[config.mk]
export PLATFORM = sky130hd
export DESIGN_NAME = reg_bank_arbiter
export DESIGN_NICKNAME = d
export VERILOG_FILES = /design/src/rtl/reg_bank_pkg.sv /design/src/rtl/rr_pick.sv /design/src/rtl/reg_bank_arbiter.sv
export SDC_FILE = /design/constraint.sdc
export NUM_CORES = 1
export LEC_CHECK = 0
export ABC_AREA = 1
export ABC_CLOCK_PERIOD_IN_PS = 1800
export CAP_MARGIN = 25
export CORE_MARGIN = 5
export CORE_UTILIZATION = 50
export DETAILED_ROUTE_END_ITERATION = 12
export PLACE_DENSITY = 0.8
export SYNTH_ARGS = -nofsm -noshare
export SYNTH_HDL_FRONTEND = slang
export SYNTH_SLANG_ARGS = --single-unit
export TNS_END_PERCENT = 100
[constraint.sdc]
create_clock -name clk -period 1.8 [get_ports clk]
set_input_delay 0.18 -clock clk [delete_from_list [all_inputs] [get_ports clk]]
set_output_delay 0.18 -clock clk [all_outputs]
set_load 0.02 [all_outputs]
[src/rtl/reg_bank_pkg.sv]
// Shared types and defaults for the arbitrated register bank.
package reg_bank_pkg;

   typedef enum logic [0:0] {StIdle, StGrant} state_e;

   localparam int unsigned NREQ_DEF  = 4;
   localparam int unsigned WIDTH_DEF = 8;
   localparam int unsigned DEPTH_DEF = 4;

   // Ceiling log2, never below 1 so single-entry indices still have a bit.
   function automatic int unsigned clog2(input int unsigned n);
      int unsigned r;
      r = 0;
      while ((32'd1 << r) < n) r++;
      return (r == 0) ? 1 : r;
   endfunction

endpackage

[src/rtl/rr_pick.sv]
// Combinational round-robin picker: first set request at or after ptr, wrapping.
module rr_pick
   import reg_bank_pkg::*;
#(
   parameter int unsigned NREQ = NREQ_DEF,
   localparam int unsigned PW  = clog2(NREQ)
) (
   input  logic [NREQ-1:0] req,
   input  logic [PW-1:0]   ptr,
   output logic [PW-1:0]   winner,
   output logic            any_req
);

   assign any_req = |req;

   // Scan farthest-first so the candidate nearest ptr is assigned last and wins.
   always_comb begin
      winner = '0;
      for (int k = NREQ - 1; k >= 0; k--) begin
         if (req[(int'(ptr) + k) % int'(NREQ)]) begin
            winner = PW'((int'(ptr) + k) % int'(NREQ));
         end
      end
   end

endmodule

[src/rtl/reg_bank_arbiter.sv]
// Register bank shared by NREQ clients; round-robin grant, one access per grant.
module reg_bank_arbiter
   import reg_bank_pkg::*;
#(
   parameter int unsigned NREQ  = NREQ_DEF,
   parameter int unsigned WIDTH = WIDTH_DEF,
   parameter int unsigned DEPTH = DEPTH_DEF,
   localparam int unsigned AW   = clog2(DEPTH),
   localparam int unsigned PW   = clog2(NREQ)
) (
   input  logic                  clk,
   input  logic                  rst,
   input  logic [NREQ-1:0]       req,
   input  logic [NREQ-1:0]       we,
   input  logic [NREQ*AW-1:0]    addr,
   input  logic [NREQ*WIDTH-1:0] wdata,
   output logic [NREQ-1:0]       gnt,
   output logic                  rvalid,
   output logic [WIDTH-1:0]      rdata,
   output logic                  busy
);

   state_e           state_q;
   logic [PW-1:0]    ptr_q;
   logic [PW-1:0]    win_q;
   logic             we_q;
   logic [AW-1:0]    addr_q;
   logic [WIDTH-1:0] wdata_q;
   logic [WIDTH-1:0] bank_q [DEPTH];

   logic [PW-1:0]    winner;
   logic             any_req;

   rr_pick #(
      .NREQ (NREQ)
   ) u_rr_pick (
      .req     (req),
      .ptr     (ptr_q),
      .winner  (winner),
      .any_req (any_req)
   );

   always_ff @(posedge clk) begin
      if (rst) begin
         state_q <= StIdle;
         ptr_q   <= '0;
         win_q   <= '0;
         we_q    <= 1'b0;
         addr_q  <= '0;
         wdata_q <= '0;
         for (int i = 0; i < int'(DEPTH); i++) bank_q[i] <= '0;
      end else begin
         unique case (state_q)
            StIdle: begin
               if (any_req) begin
                  win_q   <= winner;
                  we_q    <= we[winner];
                  addr_q  <= addr[int'(winner)*AW +: AW];
                  wdata_q <= wdata[int'(winner)*WIDTH +: WIDTH];
                  state_q <= StGrant;
               end
            end
            StGrant: begin
               if (we_q) bank_q[addr_q] <= wdata_q;
               ptr_q   <= (win_q == PW'(NREQ - 1)) ? '0 : win_q + 1'b1;
               state_q <= StIdle;
            end
            default: state_q <= StIdle;
         endcase
      end
   end

   // Outputs depend only on registered state, never on the request inputs.
   assign busy   = (state_q == StGrant);
   assign gnt    = busy ? (NREQ'(1) << win_q) : '0;
   assign rvalid = busy && !we_q;
   assign rdata  = rvalid ? bank_q[addr_q] : '0;

endmodule

---- Yosys cells after proc, flatten, opt, wreduce, memory -nomap -nowiden ----
Memories as Yosys holds them, arrays and structs flattened. A register that Yosys moved wholly into a read port is not among the register bits.
Cells that the tools add are included.
word-level totals
  bits in registers ....................... 16
  RAM bits ................................ 32
  input bits .............................. 50
  output and inout bits ................... 14
  logic and storage cells ................. 65
  memories ................................ 1
memories
  name    depth  bits a word  read ports  clocked after Yosys merged registers in  wr ports  RTL line                text
  bank_q  4      8            1           1                                        4         reg_bank_arbiter.sv:29  logic [WIDTH-1:0] bank_q [DEPTH];
cells by class
  $add $sub $neg .......................... 4
  $lt $le $gt $ge ......................... 5
  equal/unequal tests ..................... 1
  shifts and indexed selects .............. 3
  multiplexer cells ....................... 33
  bitwise operators ....................... 4
  reductions and logical operators ........ 8
operators by type and width
  cell                                                        number
  indexed part select 32 x 6 -> 8 bit                         1
  two-way mux 1 bit                                           16
  two-way mux 2 bit                                           8
  two-way mux 8 bit                                           2
  less-than comparator 3 x 4 -> 1 bit, second input constant  3
  binary-select mux 1 bit (select 2 bit)                      5
  OR reduction 8 bit                                          1
  indexed part select 8 x 4 -> 2 bit                          1
  less-than comparator 2 x 3 -> 1 bit, second input constant  2
  OR reduction 2 bit                                          3
  adder 2 x 1 -> 2 bit, second input constant                 2
  adder 2 bit, second input constant                          2
  two-way mux 4 bit                                           1
  OR reduction 4 bit                                          1
  left shift 1 x 2 -> 4 bit, first input constant             1
  AND 1 bit, first input constant                             3
  == test 2 bit, second input constant                        1
  one-hot mux 1 bit (2 select lines)                          1
  AND reduction 2 bit                                         1
  logical AND 1 bit                                           1
  zero test 1 bit                                             1
  NOT 1 bit                                                   1

---- Depth between registers and ports, before layout ----
  depth in word-level cells ............... 13
  depth in mapped cells ................... 15
  depth with buffers taken out ............ 13

---- By module ----
From an unflattened synthesis, not the netlist that was laid out.
unflattened totals
  cells, all modules ...................... 360
  area total of the unflattened synthesis .. 2737.6 sq um
by module, submodules not included
  module            instances  cells each  area each (sq um)  sequential area each (sq um)
  reg_bank_arbiter  1          314         2548.7             1321.3
  rr_pick           1          46          188.9              0.0

---- Worst setup path before layout ----
No wires, ideal clock.
  path kind ............................... register to register
  start ................................... register state_q, in the netlist busy
  end ..................................... memory bank_q[0][0] in the netlist's numbering (enable)
  setup time .............................. 329 ps
  arrival ................................. 1547 ps
  data required time ...................... 1471 ps
  slack ................................... -76 ps
  cell stages (with the launch flop) ...... 8
  buffers on the path ..................... 1
  clock period less this slack ............ 1876 ps
  path through ............................ dfxtp_1 -> buf_2 -> nand2_1 -> nor2_1 -> clkinv_1 -> nor2_1 -> nand2_1 -> nand2_1
RTL lines
  what                      RTL line                text
  start: declaration        reg_bank_arbiter.sv:23  state_e state_q;
  start signal: assignment  reg_bank_arbiter.sv:45  state_q <= StIdle;
  start signal: assignment  reg_bank_arbiter.sv:60  state_q <= StGrant;
  start signal: assignment  reg_bank_arbiter.sv:66  state_q <= StIdle;
  end: declaration          reg_bank_arbiter.sv:29

==> metrics <==
final slew viol count=0; routability cong.=roughly 0.85; DRC Markers=0; vias in the first global route=approximately 2,600; hold path startpoint=wdata[15]; worst hold endpoint=wdata_q[7]; #FFs+latches synth=50; minimum clock period=approximately 1700 ps; HP Class=in2reg; Buffers on Ports=63; worst slew pin tran=~500 ps; Post-DP HPWL=about 5.4 mm; syn nets=431; Post-DP Area=around 0.0037 mm2; # Max-Cap Violations=0; layout cell share with drive strength beyond 1=0.134; hold path depth=3; pwr dens=around 840 mW/mm2; final hold violation count=0; Tot GR Track Use=0.192; CP Launch Type=flip-flop; Worst R2R Setup Slack=between 150 and 200 ps; sequential share of the synthesized area=0.472; Vias=roughly 2,600; Clock H-tree levels=2; design area=between 0.003 and 0.004 mm2; RSZ-0062 raised after global routing=no; CTS clk-pin slew, worst paths=roughly 90 ps; largest net degree at the start of global routing=25; Worst R2R Start=ptr_q[0]; commonest non-fill, non-tap cells in the layout=nand2_1 (87), nor2_1 (74), clkdlybuf4s50_1 (50); Cell Rows=27; clk_lat worst skew=about 300 ps; initial antenna violation count=0; Crit. End Element=primary output; period utilisation layout=0.920; crit path max fanout=8; post-synthesis cell area=roughly 0.0028 mm2; Netlist cell types=29; clock tree sinks=50; final wirelength=6.60 mm; setup bufs post-CTS=0; worst setup path class=reg2out; Die H=between 80 and 90 um; Syn. warnings=0; Synth Instances=approximately 380; Finished Layout Cells=roughly 530; CTS tree=yes; final core occ=0.686; Die Width=84.8 um; CTS Hold Buffers Added=0; peak supply drop=~0.00037 V; syn_area_per_cell=approximately 7.4 um2; fmax=approximately 0.6 GHz; Final Power=around 0.0031 W; setup violators final=0; Core Area=~0.0055 mm2; routed vias/inst=4.89; Nets=around 510; total grt overflow=0; Routed WL per cell=~12 um; LEAKAGE=1.79 nW; CTS Buffer Depth=2; placed insts=between 500 and 600; Max-slew headroom=0.660; setup_tns=0 ps; Area Growth Syn to Fin=34.3%; num ports=64; post-route ant nets=0; WP data required=1620 ps; outcome=finished, final reports clean; Post-Route Skew=between 5 and 6 ps; Die ar.=0.00719 mm2; Critical Path AT=approximately 1500 ps; worst-case reg-to-reg path depth=13; Initial DRT Pass Iterations=5; most common cell after layout, fill and taps aside=nand2_1; antenna diode count=0; DR iter-0 viols=93; initial cell density of the core=0.511; Root Driver=clkbuf_8; first-pass GRT wire length=roughly 11 mm; TritonCTS Buffers=5
==> cell usage after synthesis <==
| master | count | area (um2) |
|---|---|---|
| nand2_4 | 1 | 11.3 |
| clkbuf_1 | 7 | 26.3 |
| o211a_1 | 1 | 10.0 |
| buf_4 | 2 | 15.0 |
| nor2_4 | 1 | 11.3 |
| dfxtp_1 | 18 | 360 |
| ha_1 | 4 | 50.1 |
| nor2_1 | 76 | 285 |
| clkinv_1 | 1 | 3.75 |
| o21ai_1 | 4 | 20.0 |
| inv_1 | 47 | 176 |
| edfxtp_1 | 32 | 961 |
| o21bai_1 | 1 | 7.51 |
| o31ai_1 | 1 | 7.51 |
| nand2_1 | 89 | 334 |
| a211oi_1 | 1 | 7.51 |
| and3_1 | 1 | 6.26 |
| nand3_1 | 31 | 155 |
| buf_6 | 2 | 22.5 |
| a21oi_1 | 18 | 90.1 |
| buf_2 | 2 | 10.0 |
| nor2_8 | 1 | 20.0 |
| a31oi_1 | 1 | 6.26 |
| nand2_2 | 1 | 6.26 |
| o21ai_0 | 20 | 100 |
| nor2_2 | 2 | 12.5 |
| inv_2 | 4 | 15.0 |
| nand3_2 | 2 | 20.0 |
| nand3b_1 | 6 | 45.0 |
==> worst max-delay path, stage by stage (launching register included) <==
cell and delay, ps:
dfxtp_1 390, buf_4 180, nor2_1 60, nor2_1 90
o21ai_0 120, a21oi_1 160, clkbuf_2 180
==> per-stage QoR <==
step | worst slack [ps] | hold slack [ps]
4_1_cts | 3.09 | 484
3_5_place_dp | -158 | 525
6_report | 144 | 490
3_3_place_gp | -55.3 | 511
5_1_grt | 3.89 | 521
2_1_floorplan | -2.05 | 318
==> where the power goes <==
| part | total [W] | internal (W) | leakage (nW) | switching, W |
|---|---|---|---|---|
| clock | 0.000781 | 0.000416 | 0.0585 | 0.000365 |
| combinational | 0.000993 | 0.000415 | 1.25 | 0.000577 |
| sequential | 0.00137 | 0.00131 | 0.481 | 0.0000556 |
==> layer usage <==
layer,global-route usage,vias up,routed length [um]
li1,-,1364,-
met1,0.230,1141,2920
met2,0.343,87,3180
met3,0.0275,15,372
met4,0.0791,0,132
met5,0,-,0
==> cell families (layout without fill, tap and decap cells) <==
group / count (synthesis) / count (layout) / share of synthesized area
flops: 50 / 50 / 0.472
buf+inv: 65 / 149 / 0.0962
simple gates: 211 / 211 / 0.324
fa+ha+maj: 4 / 4 / 0.0179
compound gates: 47 / 47 / 0.0890
==> area by class of cell <==
class | count | area (um2)
fill | 477 | 1720
inverter | 52 | 198
multi-input combinational | 262 | 1220
tap | 72 | 90.1
clock inverter | 3 | 43.8
clock buffer | 5 | 68.8
timing repair buffer | 89 | 805
sequential | 50 | 1330
==> timing repair <==
item	4_1_cts	5_1_grt
gates resized for setup	12	26
endpoints found under the setup margin	20	25
hold endpoints to repair	0	0
==> worst max path at each step <==
stage,to,cells after the start,slack [ps]
finish,rdata[2],6,140
global route,wdata_q[0],13,4
CTS,gnt[1],5,3
detailed placement,flip-flop,13,-160
global placement,flip-flop,14,-60
floorplan,bank_q[0][0],7,-2
==> state kept, by name, indices dropped and copies added (netlist names), named ones only <==
signal   flops
addr_q       2
bank_q      32
busy         1
ptr_q        2
wdata_q      8
we_q         1
win_q        2
(Power assumes the default switching activity.)
